$ cat src/rtl/traffic_light_ctrl.sv
// ----------------------------------------------------------------------------
// traffic_light_ctrl
//
// Main/side-street intersection controller with a pedestrian walk phase,
// sensor-driven green extension and a night flashing mode. All phase timing
// is counted in single-cycle `tick` enables from an upstream prescaler.
//
// Ports:
//   clock        in   system clock, rising edge
//   reset        in   synchronous, active-high; dominates all other inputs
//   tick         in   one-cycle timing enable for the in-phase counter
//   walk         in   pedestrian button (1-cycle pulse is enough)
//   sensor       in   side-street vehicle present (level)
//   night_mode   in   flashing-mode request (level)
//   main_light   out  {r,y,g} for the main street
//   side_light   out  {r,y,g} for the side street
//   walk_on      out  pedestrian walk lamp
//   walk_pending out  a walk request is latched and not yet served
//   state_out    out  current state encoding
// ----------------------------------------------------------------------------
module traffic_light_ctrl #(
    parameter int CNT_W  = 4,
    parameter int T_BASE = 6,
    parameter int T_EXT  = 3,
    parameter int T_YEL  = 2,
    parameter int T_WALK = 3
) (
    input  logic       clock,
    input  logic       reset,
    input  logic       tick,
    input  logic       walk,
    input  logic       sensor,
    input  logic       night_mode,
    output logic [2:0] main_light,
    output logic [2:0] side_light,
    output logic       walk_on,
    output logic       walk_pending,
    output logic [2:0] state_out
);

    // Every duration must fit the counter so phase-end compares never wrap.
    localparam int CNT_MAX = (1 << CNT_W) - 1;

    generate
        if (CNT_W < 1 ||
            T_BASE < 1 || T_BASE > CNT_MAX ||
            T_EXT  < 1 || T_EXT  > CNT_MAX ||
            T_YEL  < 1 || T_YEL  > CNT_MAX ||
            T_WALK < 1 || T_WALK > CNT_MAX) begin : g_bad_params
            $error("traffic_light_ctrl: phase durations must be in 1..2^CNT_W-1");
        end
    endgenerate

    // Counter value on the last tick of each phase.
    localparam logic [CNT_W-1:0] BASE_LAST = CNT_W'(T_BASE - 1);
    localparam logic [CNT_W-1:0] EXT_LAST  = CNT_W'(T_EXT - 1);
    localparam logic [CNT_W-1:0] YEL_LAST  = CNT_W'(T_YEL - 1);
    localparam logic [CNT_W-1:0] WALK_LAST = CNT_W'(T_WALK - 1);

    typedef enum logic [2:0] {
        MAIN_G   = 3'd0,
        MAIN_EXT = 3'd1,
        MAIN_Y   = 3'd2,
        WALK     = 3'd3,
        SIDE_G   = 3'd4,
        SIDE_EXT = 3'd5,
        SIDE_Y   = 3'd6,
        FLASH    = 3'd7
    } state_t;

    state_t           state;
    state_t           state_nx;
    logic [CNT_W-1:0] cnt;
    logic [CNT_W-1:0] phase_last;
    logic             phase_end;
    logic             flash;
    logic             walk_q;

    // Last counter value of the current phase (FLASH has no duration).
    always_comb begin
        phase_last = '0;
        case (state)
            MAIN_G, SIDE_G:     phase_last = BASE_LAST;
            MAIN_EXT, SIDE_EXT: phase_last = EXT_LAST;
            MAIN_Y, SIDE_Y:     phase_last = YEL_LAST;
            WALK:               phase_last = WALK_LAST;
            default:            phase_last = '0;
        endcase
    end

    assign phase_end = tick && (state != FLASH) && (cnt == phase_last);

    // Next state; only a phase-ending tick (or any tick in FLASH) can move it.
    always_comb begin
        state_nx = state;
        if (state == FLASH) begin
            if (tick && !night_mode)
                state_nx = MAIN_G;
        end else if (phase_end) begin
            case (state)
                MAIN_G:   state_nx = sensor ? MAIN_EXT : MAIN_Y;
                MAIN_EXT: state_nx = MAIN_Y;
                MAIN_Y:   state_nx = walk_q ? WALK : SIDE_G;
                WALK:     state_nx = SIDE_G;
                SIDE_G:   state_nx = sensor ? SIDE_EXT : SIDE_Y;
                SIDE_EXT: state_nx = SIDE_Y;
                SIDE_Y:   state_nx = night_mode ? FLASH : MAIN_G;
                default:  state_nx = MAIN_G;
            endcase
        end
    end

    always_ff @(posedge clock) begin
        if (reset) begin
            state  <= MAIN_G;
            cnt    <= '0;
            flash  <= 1'b0;
            walk_q <= 1'b0;
        end else begin
            state <= state_nx;

            // Every phase ends in a different state, so the counter is
            // always cleared before it could pass phase_last.
            if (state_nx != state)
                cnt <= '0;
            else if (tick && state != FLASH)
                cnt <= cnt + CNT_W'(1);

            if (state == FLASH && tick)
                flash <= night_mode ? ~flash : 1'b0;
            else if (state != FLASH)
                flash <= 1'b0;

            // WALK entry consumes the request, including a press in the
            // entry cycle; presses during WALK are dropped.
            if (state_nx == WALK && state != WALK)
                walk_q <= 1'b0;
            else if (walk && state != WALK)
                walk_q <= 1'b1;
        end
    end

    // Lamp decode from the registered state and flash bit.
    always_comb begin
        main_light = 3'b001;
        side_light = 3'b100;
        walk_on    = 1'b0;
        case (state)
            MAIN_G, MAIN_EXT: begin
                main_light = 3'b001;
                side_light = 3'b100;
            end
            MAIN_Y: begin
                main_light = 3'b010;
                side_light = 3'b100;
            end
            WALK: begin
                main_light = 3'b100;
                side_light = 3'b100;
                walk_on    = 1'b1;
            end
            SIDE_G, SIDE_EXT: begin
                main_light = 3'b100;
                side_light = 3'b001;
            end
            SIDE_Y: begin
                main_light = 3'b100;
                side_light = 3'b010;
            end
            FLASH: begin
                main_light = {1'b0, flash, 1'b0};
                side_light = {flash, 2'b00};
            end
            default: begin
                main_light = 3'b001;
                side_light = 3'b100;
            end
        endcase
    end

    assign walk_pending = walk_q;
    assign state_out    = state;

endmodule

$ cat config.mk
export PLATFORM = sky130hd
export DESIGN_NAME = traffic_light_ctrl
export DESIGN_NICKNAME = d
export VERILOG_FILES = /design/src/rtl/traffic_light_ctrl.sv
export SDC_FILE = /design/constraint.sdc
export NUM_CORES = 1
export LEC_CHECK = 0
export CAP_MARGIN = 5
export CORE_ASPECT_RATIO = 0.9
export CORE_MARGIN = 5
export CORE_UTILIZATION = 34
export DETAILED_ROUTE_END_ITERATION = 16
export PLACE_DENSITY_LB_ADDON = 0.3
export RECOVER_POWER = 50
export SLEW_MARGIN = 20
export SYNTH_ARGS = -nofsm -noshare
export SYNTH_HDL_FRONTEND = slang
export SYNTH_SLANG_ARGS = --single-unit
$ cat constraint.sdc
create_clock -name clock -period 3 [get_ports clock]
set_clock_uncertainty 0.15 [all_clocks]
set_input_delay 0.45 -clock clock [delete_from_list [all_inputs] [get_ports clock]]
set_output_delay 0.45 -clock clock [all_outputs]
set_load 0.005 [all_outputs]
Word level (Yosys, flattened, before mapping)
Cells that the tools add are included.
{"block": "op_classes", "n_addsub": 1, "n_mul": 0, "n_div": 0, "magnitude_cmp": 0, "eq_ne": 12, "shifts": 0, "mux": 15, "bitwise": 1, "reduce_logical": 18}
{"cell": "$pmux 3 s4", "count": 2}
{"cell": "$pmux 3 s7", "count": 1}
{"cell": "$mux 3", "count": 5}
{"cell": "$eq 3x3->1 const B", "count": 4}
{"cell": "$reduce_or 2->1", "count": 6}
{"cell": "$eq 3x2->1 const B", "count": 3}
{"cell": "$pmux 3 s3", "count": 1}
{"cell": "$reduce_or 4->1", "count": 2}
{"cell": "$logic_and 1x1->1", "count": 6}
{"cell": "$add 4x1->4 const B", "count": 1}
{"cell": "$eq 4x4->1", "count": 1}
{"cell": "$mux 1", "count": 4}
{"cell": "$mux 2", "count": 2}
{"cell": "$eq 3x1->1 const B", "count": 1}
{"cell": "$logic_not 3->1", "count": 1}
{"cell": "$ne 3x2->1 const B", "count": 1}
{"cell": "$ne 3x3->1", "count": 1}
{"cell": "$ne 3x3->1 const B", "count": 1}
{"cell": "$reduce_or 3->1", "count": 1}
{"cell": "$reduce_bool 2->1", "count": 1}
{"cell": "$logic_not 1->1", "count": 1}
{"cell": "$not 1->1", "count": 1}
{"block": "totals", "register_bits": 9, "latch_bits": 0, "mem_bits_rw": 0, "romBits": 0, "out_inout_bits": 11, "word_cells": 51, "memories": 0}

Longest topological paths before layout
Gate-level depths: netlist of the first run.
{"block": "logic_depth", "ltp_word": 10, "mapped_depth": 6, "depth_no_buf": 5}

Worst setup path after synthesis of the first run
No wires, ideal clock.
{"block": "synth_path", "path_type": "reg2out", "from": "reg state[2] (netlist: state_out[2])", "to": "out main_light[1]", "t_arrival_ns": 0.983, "required_ns": 2.400, "slack_ns": 1.417, "stages_incl_launch_ff": 4, "path_buffers": 1, "cell_sequence": "dfxtp_1 > clkbuf_1 > or2_2 > a21oi_1"}
{"block": "synth_between", "elab_chain_cells": 3, "elab_cells_between_ends": 11, "classes_between": "eq/ne: 7; mux: 1; reduce/logical: 3"}
{"item": "start, declared", "line": "71", "source": "state_t state;"}
{"item": "start signal, assigned", "line": "120", "source": "state <= state_nx;"}
{"item": "$eq 3x3->1, or another cell as far along", "line": "148", "source": "case (state)"}
{"item": "$reduce_or 4->1 (no line) or $reduce_or 2->1 (tied branches)"}
{"item": "$pmux 3 s4 *", "line": "148"}
{"item": "end, declared", "line": "34", "source": "output logic [2:0] main_light,"}
Mark *: on every way between the ends. The rest lies on a longest branch, timed or not.

Worst setup path in the final report of the first run
{"block": "layout_path", "from": "reg state[2] (netlist: state_out[2])", "to": "out side_light[2]"}
{"block": "layout_between", "elab_chain_cells": 3, "elab_cells_between_ends": 11, "classes_between": "eq/ne: 7; mux: 1; reduce/logical: 3"}
{"item": "$eq 3x2->1, or another cell as far along", "line": "148"}
{"item": "$reduce_or 4->1 (no line) or $reduce_or 2->1 (tied branches)"}
{"item": "$pmux 3 s4 *", "line": "148"}
{"item": "end, declared", "line": "35", "source": "output logic [2:0] side_light,"}
Marked as above.

==> summary.txt, run 1 <==
Clk Latency, worst-skew pair -> 0.27 ns
Hold EP -> cnt[1]
H-tree level count -> 1
Worst slew pin tran -> 0.4801 ns
Starting density of the core -> 0.3616
RSZ-0062 raised after global routing -> false
# clock sinks -> 9
Drt wl/cell -> 12.11 microns
Boundary Pins -> 17
Peak VDD IR -> 0.2549 mV
Max-Cap Viols -> 0
Die Span X -> 54.58 microns
Post-CTS Setup Repair Bufs -> 0
Synth Cell Area -> 608.1 sq um
Clock period minus final worst setup slack -> 2.615 ns
Pre-antenna DRT Iters -> 5
Area delta synth->final -> 31.69%
Largest net degree at the start of global routing -> 17
Worst EP arrival -> 2.01 ns
Die Ht -> 50.12 microns
Post-route cell area -> 800.8 sq um
Required time worst endpoint -> 2.40 ns
Final Slew Violations -> 0
Syn_nets -> 87
Reg2reg start -> state_out[1]
Root buf cell -> clkbuf_4
Layout cells sized above 1 -> 0.06122
Antenna Cells -> 0
Vias in the first global route -> 544
Core Area -> 0.001682 sq mm
Synth area leader -> dfxtp_1
Area after DPL -> 783.3 sq um
Grt ovf -> 0
Post-Place Setup Slack -> 0.6911 ns
Hold_buf cts -> 0
Hold WS -> 0.3973 ns
Vias per inst -> 5.016
Drt total wl -> 1478 microns
Total number of vias -> 612
PnR worst setup slack -> 0.3855 ns
DPL Wire Length -> 1109 microns
GPL Wtd Cong -> 0.8198
Critical path class -> flop to primary output
First-pass GRT wire length -> 2435 microns
Most common cell after layout, fill and taps aside -> clkdlybuf4s50_1
Mapped Cells -> 80
Clk buf depth -> 2
Worst reg2reg path depth -> 6
Flops & latches, synth -> 9
Final Hold Vio Count -> 0
Hold path cells -> 2
Hold_sp -> cnt[1]
Final setup viols -> 0
Clock tree from TritonCTS -> built
Commonest cells after routing, fill and taps aside -> 14 x clkdlybuf4s50_1, 10 x nor2_1, 9 x a21oi_1, 9 x dfxtp_1, 6 x inv_1
Normalized max-slew margin -> 0.6795
Leakage -> 0.3013 nW
Register area share after synthesis -> 0.2963
Flop-to-flop setup slack -> 1.00 ns
Initial antenna violation count -> 0
Synth unique cells -> 28
Syn avg cell area -> 7.601 sq um
Die area -> 0.002736 sq mm
PD cells -> 320.8 mW/mm^2
CTS buffer count -> 3
Setup crit end kind -> primary output
Worst r2r dst -> cnt[1]
Post-CTS sizing -> 0
Fmax -> 382.5 MHz
Detail Route Antenna Nets -> 0
PortBufs -> 16
Main area contributors after synthesis -> dfxtp_1 30%, a21oi_1 7.4%, nor2_1 6.2%
CTS clk-pin slew, worst paths -> 0.07 ns
Final Total Pwr -> 256.9 uW
Cell row count -> 14
CP Launch Type -> flop
Initial DRC Count -> 14
Status -> completed
Synth warn -> 0
DRC viols -> 0
Post-synth top area share -> 0.2963
All-layer global routing usage -> 0.1222
Worst min-delay path class -> flop to flop
CP max FO -> 16
Period utilization -> 0.8715
Setup TNS -> 0 ns
Final nets -> 106
## kinds of logic (layout without fill, tap and decap cells)
| kind of cell | after synthesis | in the layout | share of synthesized area |
|---|---|---|---|
| flops | 9 | 9 | 0.2963 |
| xor+xnor | 5 | 5 | 0.07203 |
| simple gates | 33 | 33 | 0.3066 |
| compound gates | 23 | 23 | 0.2304 |
| buf+inv | 9 | 27 | 0.07407 |
| fa+ha+maj | 1 | 1 | 0.02057 |
## critical path, cell delays in order (launching register included)
cell,delay [ns]
dfxtp_1,0.62
nand3_1,0.34
o21ai_0,0.25
clkdlybuf4s50_1,0.53
## cells in the mapped netlist (all sizes together)
| cell type | n |
|---|---|
| xnor2 | 2 |
| a31oi | 2 |
| a21oi | 9 |
| buf | 2 |
| a22oi | 1 |
| inv | 6 |
| o21a | 1 |
| nor3 | 2 |
| xor2 | 3 |
| ha | 1 |
| a21o | 1 |
| or2 | 3 |
| o22ai | 2 |
| a211oi | 2 |
| o211ai | 1 |
| nor2 | 10 |
| nor4b | 2 |
| nand3 | 5 |
| clkbuf | 1 |
| nand2 | 5 |
| nand2b | 3 |
| nor2b | 3 |
| dfxtp | 9 |
| o21ai | 4 |
## area by class of cell
cell class / count / area (sq um)
fillers: 179 / 880.8
multi-input cells: 62 / 377.9
flip-flops and latches: 9 / 180.2
repair buffers: 17 / 163.9
well taps: 24 / 30.03
clock buffers: 4 / 26.28
inverters: 6 / 22.52
## state kept, by name, summed over array words and instances (netlist names)
name and count:
cnt 4, state_out 3, flash 1, walk_pending 1
## how the worst max path moves through the flow
stage          depth (start not counted)    startpoint       endpoint  slack [ns]
5_1_grt                                3  state_out[2]  side_light[2]        0.24
6_report                               3  state_out[2]  side_light[2]        0.39
3_3_place_gp                           3  state_out[2]  side_light[2]        0.77
2_1_floorplan                          3  state_out[2]  main_light[1]        1.42
4_1_cts                                3  state_out[2]  side_light[2]        0.39
3_5_place_dp                           3  state_out[2]  side_light[2]        0.69
## power by group
| part | internal, mW | switching [mW] | leakage (nW) |
|---|---|---|---|
| Clock | 0.0513 | 0.0457 | 0.0150 |
| Sequential | 0.123 | 0.00545 | 0.0732 |
| Combinational | 0.0175 | 0.0136 | 0.213 |
| Total | 0.192 | 0.0647 | 0.301 |
## metal layers
metal / share of wire / track usage / vias to the layer above
met5: 0 / 0 / -
met4: 0.026 / 0.09129 / 0
met3: 0.076 / 0.03012 / 4
met2: 0.42 / 0.1693 / 17
met1: 0.48 / 0.1580 / 279
li1: - / - / 312
## through the flow
stage | util | instances
floorplan | - | 80
global placement | 0.4658 | 118
detailed placement | 0.4658 | 118
CTS | 0.4814 | 122
global route | 0.4762 | 122
finish | 0.4762 | 122
Note: power is estimated with default switching activity, not from simulation.
==> run 2, diff against run 1 <==
- ABC_CLOCK_PERIOD_IN_PS: default -> 3000
- CORE_MARGIN: 5 -> 1.5
- MAX_ROUTING_LAYER: default -> met4
==> summary.txt, run 2 (synthesis gave the netlist of run 1 again) <==
Max-Cap Viols -> 0 (unchanged)
Clock tree from TritonCTS -> built
GPL Wtd Cong -> 0.7832 (-4.5%)
PD cells -> 314.1 mW/mm^2 (-2.1%)
Vias per inst -> 4.803 (-4.2%)
Initial DRC Count -> 5 (-9)
Commonest cells after routing, fill and taps aside -> 12 x clkdlybuf4s50_1, 10 x nor2_1, 9 x a21oi_1, 9 x dfxtp_1, 6 x inv_1
# clock sinks -> 9 (unchanged)
RSZ-0062 raised after global routing -> false
Largest net degree at the start of global routing -> 17 (unchanged)
Hold_buf cts -> 0 (unchanged)
CTS buffer count -> 3 (unchanged)
Post-CTS Setup Repair Bufs -> 0 (unchanged)
Clk buf depth -> 2 (unchanged)
Cell Chain, Critical Path -> nand3_1 > o21ai_0 > clkdlybuf4s50_1
Clock period minus final worst setup slack -> 2.546 ns (-0.06814 ns)
Layout Cells excl Fill -> 122 (unchanged)
Reg2reg start -> state_out[1]
CTS clk-pin slew, worst paths -> 0.06 ns (about the same)
DPL Wire Length -> 1036 microns (-6.6%)
Initial antenna violation count -> 0 (unchanged)
Final Hold Vio Count -> 0 (unchanged)
Total number of vias -> 586 (-4.2%)
DRC viols -> 0 (unchanged)
Required time worst endpoint -> 2.40 ns (about the same)
Core Area -> 0.001682 sq mm (unchanged)
PortBufs -> 16 (unchanged)
CP Launch Type -> flop
Root buf cell -> clkbuf_4
Period utilization -> 0.8488 (-0.02271)
Drt wl/cell -> 11.02 microns (-9.0%)
Finished Core Util -> 0.4762 (unchanged)
Antenna Cells -> 0 (unchanged)
CP peak stage delay -> 0.60 ns (-0.02 ns)
Fmax -> 392.7 MHz (+2.7%)
Leakage -> 0.2985 nW (-0.93%)
Worst reg2reg path depth -> 6 (unchanged)
H-tree level count -> 1 (unchanged)
Layout cells sized above 1 -> 0.06122 (unchanged)
Boundary Pins -> 17 (unchanged)
Fillcell total -> 181 (+1.1%)
Crit path from -> state_out[2]
Largest register FFs -> 4 (unchanged)
CP max FO -> 16 (unchanged)
Setup crit end kind -> primary output
Final nets -> 106 (unchanged)
Pre-antenna DRT Iters -> 4 (-1)
Final setup viols -> 0 (unchanged)
Flop-to-flop setup slack -> 0.99 ns (about the same)
Post-CTS sizing -> 0 (unchanged)
Drt total wl -> 1345 microns (-9.0%)
Worst EP arrival -> 1.95 ns (-0.06 ns)
Die Span X -> 47.58 microns (-13%)
Worst min-delay path class -> flop to flop
Critical-path top delay cell -> dfxtp_1
Final Slew Violations -> 0 (unchanged)
Grt ovf -> 0 (unchanged)
Hold path cells -> 2 (unchanged)
Worst Setup EP -> side_light[2]
Setup TNS -> 0 ns (unchanged)
Vias in the first global route -> 470 (-14%)
Worst slew pin tran -> 0.4710 ns (-0.009093 ns)
Most common cell after layout, fill and taps aside -> clkdlybuf4s50_1
First-pass GRT wire length -> 2070 microns (-15%)
Die area -> 0.002052 sq mm (-25%)
Normalized max-slew margin -> 0.6860 (+0.006500)
Area delta synth->final -> 31.69% (unchanged)
Detail Route Antenna Nets -> 0 (unchanged)
Largest register by flop count -> cnt
Worst r2r dst -> cnt[1]
All-layer global routing usage -> 0.1532 (+0.03101)
Peak VDD IR -> 0.2654 mV (+4.1%)
Starting density of the core -> 0.3616 (unchanged)
Area after DPL -> 783.3 sq um (unchanged)
Status -> completed
Die Ht -> 43.12 microns (-14%)
Post-route cell area -> 800.8 sq um (unchanged)
Cell row count -> 14 (unchanged)
Clk Latency, worst-skew pair -> 0.26 ns (about the same)
Placed cell count -> 118 (unchanged)
Critical path class -> flop to primary output
[run 2: worst min path at each step]
stage	start	to	slack, ns
after global routing	cnt[1]	cnt[1]	0.41
after detailed placement	cnt[1]	cnt[1]	0.39
final	cnt[1]	cnt[1]	0.39
after global placement	cnt[1]	cnt[1]	0.38
after CTS	cnt[1]	cnt[1]	0.40
after floorplan	cnt[1]	cnt[1]	0.35
[run 2: through the flow]
stage | total power [mW] | setup WS, ns | hold slack (ns)
2_1_floorplan | 0.1488 | 1.417 | 0.3544
3_3_place_gp | 0.1628 | 0.7689 | 0.3786
3_5_place_dp | 0.1632 | 0.7256 | 0.3862
4_1_cts | 0.2583 | 0.4398 | 0.3963
5_1_grt | 0.2656 | 0.3084 | 0.4104
6_report | 0.2515 | 0.4536 | 0.3909
[run 2: worst max-delay path, delay by kind of cell (launching register included)]
| kind | cells | cell delay (ns) |
|---|---|---|
| AO/OA/AOI/OAI | 1 | 0.23 |
| flip-flops | 1 | 0.60 |
| buffers and inverters | 1 | 0.52 |
| AND/OR/NAND/NOR | 1 | 0.33 |
[run 2: per-layer routing]
metal | global-route usage | wire, microns | share of wire | vias to the layer above
met2 | 0.2027 | 602 | 0.45 | 14
met5 | - | 0 | 0 | -
met3 | 0.05106 | 62 | 0.046 | 2
met1 | 0.2026 | 661 | 0.49 | 257
li1 | - | - | - | 313
met4 | 0.08108 | 19 | 0.014 | 0
[run 2: area by class of cell]
type,instances,area [sq um],share of cell area
clock buffers,4,26.28,0.03281
inverters,6,22.52,0.02812
multi-input cells,62,377.9,0.4719
flip-flops and latches,9,180.2,0.2250
well taps,24,30.03,0.03750
repair buffers,17,163.9,0.2047
[run 2: report_power, final]
| group | switching [mW] | internal, mW | total [mW] |
|---|---|---|---|
| clock | 0.0411 | 0.0512 | 0.0922 |
| combinational | 0.0135 | 0.0172 | 0.0307 |
| sequential | 0.00524 | 0.123 | 0.129 |
